## src/rtl/pellet_collector.sv

```systemverilog
// pellet_collector: watches Pac-Man's tile, queries the dot map, clears eaten
// dots, keeps score / dot / level counters and sequences the level restore.
module pellet_collector #(
  parameter int unsigned DOT_POINTS     = 10,
  parameter int unsigned POWER_POINTS   = 50,
  parameter int unsigned SCORE_W        = 20,
  parameter int unsigned RESTORE_CYCLES = 1024   // must be >= 1008
) (
  input  logic               clk,
  input  logic               rst_n,
  input  logic               game_start,
  input  logic [4:0]         pac_tile_x,
  input  logic [5:0]         pac_tile_y,
  input  logic               pac_tile_valid,
  input  logic               is_power_tile,
  input  logic               has_dot,
  input  logic [7:0]         dots_remaining,
  output logic [4:0]         tile_x,
  output logic [5:0]         tile_y,
  output logic               clear_dot,
  output logic               level_reset,
  output logic [SCORE_W-1:0] score,
  output logic [7:0]         dots_eaten,
  output logic [7:0]         level_num,
  output logic               eat_pulse,
  output logic               power_pellet,
  output logic               level_clear
);

  typedef enum logic [2:0] {
    IDLE, RESTORE, PLAY, CHECK, CLEAR, SETTLE, LVL_DONE
  } state_t;

  localparam int unsigned CNT_W = $clog2(RESTORE_CYCLES);
  localparam logic [CNT_W-1:0]   CNT_LAST  = CNT_W'(RESTORE_CYCLES - 1);
  localparam logic [SCORE_W-1:0] SCORE_MAX = '1;
  localparam logic [SCORE_W:0]   DOT_ADD   = (SCORE_W + 1)'(DOT_POINTS);
  localparam logic [SCORE_W:0]   POWER_ADD = (SCORE_W + 1)'(POWER_POINTS);

  state_t             r_state;
  state_t             w_next;
  logic [CNT_W-1:0]   r_restore_cnt;
  logic               r_force_check;
  logic [4:0]         r_tile_x;
  logic [5:0]         r_tile_y;
  logic               r_clear_dot;
  logic               r_level_reset;
  logic [SCORE_W-1:0] r_score;
  logic [7:0]         r_dots_eaten;
  logic [7:0]         r_level_num;
  logic               r_eat_pulse;
  logic               r_power_pellet;
  logic               r_level_clear;

  logic               w_tile_ok;
  logic               w_new_tile;
  logic [SCORE_W:0]   w_score_sum;

  // A tile is worth checking only when valid, on the maze, and either new
  // relative to the last processed tile or forced after a restore.
  assign w_tile_ok   = pac_tile_valid && (pac_tile_x <= 5'd27) && (pac_tile_y <= 6'd35);
  assign w_new_tile  = r_force_check || (pac_tile_x != r_tile_x) || (pac_tile_y != r_tile_y);
  // In CLEAR the power flag register still holds the eaten tile's type.
  assign w_score_sum = {1'b0, r_score} + (r_power_pellet ? POWER_ADD : DOT_ADD);

  // Next-state decode; game_start overrides every other transition.
  always_comb begin
    // NOTE: default assigned first so no path through the case infers a latch.
    w_next = r_state;
    unique case (r_state)
      IDLE:     w_next = IDLE;
      RESTORE:  if (r_restore_cnt == CNT_LAST) w_next = PLAY;
      PLAY:     if (w_tile_ok && w_new_tile) w_next = CHECK;
      CHECK:    w_next = has_dot ? CLEAR : PLAY;
      CLEAR:    w_next = SETTLE;
      SETTLE:   w_next = (dots_remaining == 8'd0) ? LVL_DONE : PLAY;
      LVL_DONE: w_next = RESTORE;
      default:  w_next = IDLE;
    endcase
    if (game_start) w_next = RESTORE;
  end

  // State register.
  always_ff @(posedge clk or negedge rst_n) begin
    // NOTE: non-blocking assignments so every register samples pre-edge values.
    if (!rst_n) r_state <= IDLE;
    else        r_state <= w_next;
  end

  // Registered outputs and counters, decoded from the upcoming state.
  always_ff @(posedge clk or negedge rst_n) begin
    if (!rst_n) begin
      r_restore_cnt  <= '0;
      r_force_check  <= 1'b1;
      r_tile_x       <= '0;
      r_tile_y       <= '0;
      r_clear_dot    <= 1'b0;
      r_level_reset  <= 1'b0;
      r_score        <= '0;
      r_dots_eaten   <= '0;
      r_level_num    <= '0;
      r_eat_pulse    <= 1'b0;
      r_power_pellet <= 1'b0;
      r_level_clear  <= 1'b0;
    end else begin
      r_clear_dot    <= (w_next == CLEAR);
      r_eat_pulse    <= (w_next == CLEAR);
      r_power_pellet <= (w_next == CLEAR) && is_power_tile;
      r_level_reset  <= (w_next == RESTORE);
      r_level_clear  <= (w_next == LVL_DONE);

      // Restart the hold count on every entry into RESTORE, including re-entry
      // caused by game_start while already restoring.
      if (w_next == RESTORE) begin
        r_restore_cnt <= (r_state == RESTORE && !game_start) ? r_restore_cnt + 1'b1 : '0;
      end

      if (w_next == CHECK) begin
        r_tile_x      <= pac_tile_x;
        r_tile_y      <= pac_tile_y;
        r_force_check <= 1'b0;
      end

      if (r_state == CLEAR) begin
        if (r_dots_eaten != 8'hFF) r_dots_eaten <= r_dots_eaten + 8'd1;
        r_score <= w_score_sum[SCORE_W] ? SCORE_MAX : w_score_sum[SCORE_W-1:0];
      end

      if (r_state == LVL_DONE && r_level_num != 8'hFF) begin
        r_level_num <= r_level_num + 8'd1;
      end

      // Later assignments take priority over the updates above.
      if (w_next == RESTORE) begin
        r_dots_eaten  <= '0;
        r_force_check <= 1'b1;
      end
      if (game_start) begin
        r_score     <= '0;
        r_level_num <= '0;
      end
    end
  end

  assign tile_x       = r_tile_x;
  assign tile_y       = r_tile_y;
  assign clear_dot    = r_clear_dot;
  assign level_reset  = r_level_reset;
  assign score        = r_score;
  assign dots_eaten   = r_dots_eaten;
  assign level_num    = r_level_num;
  assign eat_pulse    = r_eat_pulse;
  assign power_pellet = r_power_pellet;
  assign level_clear  = r_level_clear;

endmodule

```

## config.mk

```make
export PLATFORM = sky130hd
export DESIGN_NAME = pellet_collector
export DESIGN_NICKNAME = d
export VERILOG_FILES = /design/src/rtl/pellet_collector.sv
export SDC_FILE = /design/constraint.sdc
export NUM_CORES = 1
export LEC_CHECK = 0
export ABC_AREA = 1
export BUFFER_PORTS_ARGS = -buffer_cell sky130_fd_sc_hd__buf_2
export CORE_UTILIZATION = 45
export CTS_CLUSTER_SIZE = 14
export DETAILED_ROUTE_END_ITERATION = 16
export HOLD_SLACK_MARGIN = 0.06
export PLACE_DENSITY_LB_ADDON = 0.2
export REMOVE_ABC_BUFFERS = 1
export SETUP_SLACK_MARGIN = 0.4
export SYNTH_ARGS = -nofsm -noshare
export SYNTH_HDL_FRONTEND = slang
export SYNTH_SLANG_ARGS = --single-unit
```

## constraint.sdc

```tcl
create_clock -name clk -period 2.18 [get_ports clk]
set_clock_uncertainty 0.1 [all_clocks]
set_input_delay 0.109 -clock clk [delete_from_list [all_inputs] [get_ports clk]]
set_output_delay 0.109 -clock clk [all_outputs]
set_load 0.01 [all_outputs]
```

==> metrics.md <==
| Metric | Value |
|---|---|
| Status | `complete, no violations` |
| Netlist Area Pre-Place | `around 0.0039 sq mm` |
| Max Slew Vio Count | `0` |
| Worst VDD drop | `0.000418 V` |
| Met3 usage | `4.83%` |
| Die width | `95.0 microns` |
| Placed insts | `708` |
| Clock H-tree levels | `3` |
| Clock Latency Late Sink | `0.34 ns` |
| Hold WC Path Type | `in2reg` |
| WL per Instance | `about 13 microns` |
| Max-cap check violation count | `0` |
| Achievable Freq | `535 MHz` |
| Vias in the first global route | `3603` |
| Most frequent cells in the layout | `nand2_1, buf_2, inv_1` |
| DR vias/cell | `5.12` |
| Post-route insts no fill | `between 700 and 800` |
| Setup_tns | `0 ns` |
| Top_reg_cell synth | `dfrtp_1` |
| Hold Fails Final Rpt | `0` |
| Critical Path RT | `2.36 ns` |
| Clk buf depth | `2` |
| Mux cell area share after synthesis | `0.289%` |
| CP Class | `reg2reg` |
| Gr ovfl total | `0` |
| Worst Tran Pin Value | `0.553 ns` |
| Tot Pwr | `2780 uW` |
| Fill cells | `712` |
| Clock-pin slew on the worst setup and hold paths | `0.08 ns` |
| Post-synthesis cell type count | `39` |
| Largest net degree at the start of global routing | `66` |
| Drt drc | `0` |
| Vias | `3888` |
| Rows | `33` |
| All-Layer GR Usage | `22.5%` |
| Cell count after synthesis | `531` |
| Antenna viol nets, final | `0` |
| Synth Area in Compound Gates | `7.56%` |
| First-pass iteration count of the detailed router | `4` |
| Drt initial violations | `between 150 and 200` |
| Post-synthesis xor/xnor area fraction | `3.15%` |
| Num CTS Buffers | `9` |
| Met2 Use GR | `37.6%` |
| CTS Sinks | `65` |
| First-pass GRT wire length | `around 16000 microns` |
| Total wire length | `9880 microns` |
| Root Buffer | `clkbuf_8` |
| Layout cells sized above 1 | `30.2%` |
| Maximum fanout along the worst path | `5` |
| Average cell area after synthesis | `7.33 sq um` |
| Syn. warnings | `0` |
| Post-synthesis sequential area ratio | `41.8%` |
| Ant. Diodes | `0` |
| Number of synthesized flops with an enable pin | `0` |
| Global route hottest layer | `met2` |
| Initial antenna violation count | `0` |
| P per Cell Area | `532 mW/mm^2` |
| Fin nets | `682` |
| Synth-to-Final Area Change | `34.3%` |
| Core area | `0.00830 sq mm` |
| Final setup fails | `0` |
| Final worst path period need | `1.87 ns` |
| Worst relative slew slack | `around 63%` |
| Period utilisation layout | `85.8%` |
| Arr. time, crit path | `2.04 ns` |
| Grt met1 use | `28.3%` |
| Critical Path End Type | `register` |
| GPL Wtd Cong | `0.917` |
| Largest family of logic cells by synthesized area | `simple AND/OR/NAND/NOR gates` |
| Synth async-reset ratio | `100%` |
| Worst setup SP type | `register` |
| DP Wirelength | `around 6400 microns` |
| Synth Area in Adders | `2.25%` |
| IO Pins | `77` |
| Post-Synth Simple-Gate Area | `between 30% and 40%` |
| Post-synthesis register bit count | `65` |
| Leak | `0.00269 uW` |
| DIE HEIGHT | `95.0 microns` |
| Initial Util | `46.9%` |
| Commonest non-fill, non-tap cell in the layout | `nand2_1` |
| Die area | `0.00902 sq mm` |
| CTS tree | `done` |
| PortBufs | `76` |
| RSZ-0062 raised after global routing | `yes` |
Yosys cell counts, drive strengths merged (2+ instances only):
library cell / instances / share of area [%]
nand4: 10 / 1.6
nand3b: 3 / 0.58
dfrtp: 64 / 41
buf: 12 / 2.4
o21ai: 21 / 3.1
a31o: 2 / 0.45
xnor2: 2 / 0.45
a21oi: 13 / 1.7
o21bai: 2 / 0.39
nor3: 11 / 1.8
nand3: 57 / 7.7
a22oi: 2 / 0.39
inv: 69 / 6.7
xor2: 12 / 2.7
a31oi: 2 / 0.32
o211ai: 4 / 0.90
or2: 3 / 0.48
nand2: 165 / 16
ha: 7 / 2.3
nor2: 64 / 7.0
registers in the layout, summed over array words and instances (netlist names):
signal and count:
level_reset 1, tile_x 5, power_pellet 1, level_num 8, r_restore_cnt 10, dots_eaten 8, r_state 3, score 20
eat_pulse 1, level_clear 1, tile_y 6, r_force_check 1
layout make-up:
class	count	area, sq um	area share (%)
multi-input combinational	385	2140	40.9
timing repair buffer	120	812	15.5
tap	105	131	2.51
inverter	69	269	5.15
sequential	65	1630	31.2
clock inverter	5	103	1.96
clock buffer	11	141	2.71
final timing paths:
path / from / endpoint / slack, ns / cells after the start
worst max-delay path: power_pellet / score[10] / 0.31 / 9
worst min-delay path: has_dot / level_clear / 0.19 / 5
worst max register to register: power_pellet / score[10] / 0.31 / 9
worst min register to register: r_force_check / r_force_check / 0.38 / 2
max in group asynchronous: rst_n / r_force_check / 1.44 / 3
min in group asynchronous: rst_n / level_num[6] / 0.20 / 3
metrics by stage:
step	util [%]	area, sq um	hold WS (ns)	setup WS, ns
after global routing	63.0	5230	0.245	0.188
final	63.0	5230	0.195	0.311
after detailed placement	52.9	4390	0.0542	0.0941
after CTS	60.9	5050	0.178	0.336
after global placement	52.9	4390	0.0538	0.179
after floorplan	-	3790	-0.287	0.119
repair_timing:
item	in CTS	in global routing
hold buffers	14	0
resized for setup	36	39
pin swaps	18	21
buffers inserted	18	2
setup endpoints to repair	52	57
hold endpoints to repair	79	0
cloned	1	1
power by group:
part	switching (uW)	internal (uW)	total, uW
combinational	138	104	242
sequential	34.5	1240	1270
clock	472	790	1260
total	645	2130	2780
metal layers:
layer	vias up	routed length [microns]
met5	-	0
met4	0	218
met3	29	520
met2	119	4830
met1	1800	4300
li1	1940	-
logic make-up after synthesis:
| group | after synthesis |
|---|---|
| compound gates | 48 |
| xor+xnor | 14 |
| fa+ha+maj | 7 |
| buf+inv | 82 |
| flops | 65 |
| mux | 1 |
| simple gates | 314 |
worst max-delay path, stage by stage, from the launching register on:
cell     delay, ns
dfrtp_2       0.47
ha_4          0.33
nand2_4       0.06
inv_2         0.04
nand4_1       0.15
nand2_4       0.16
nand4_1       0.20
nand3_1       0.15
nand2_1       0.07
o21ai_1       0.07
(Power assumes the default switching activity.)
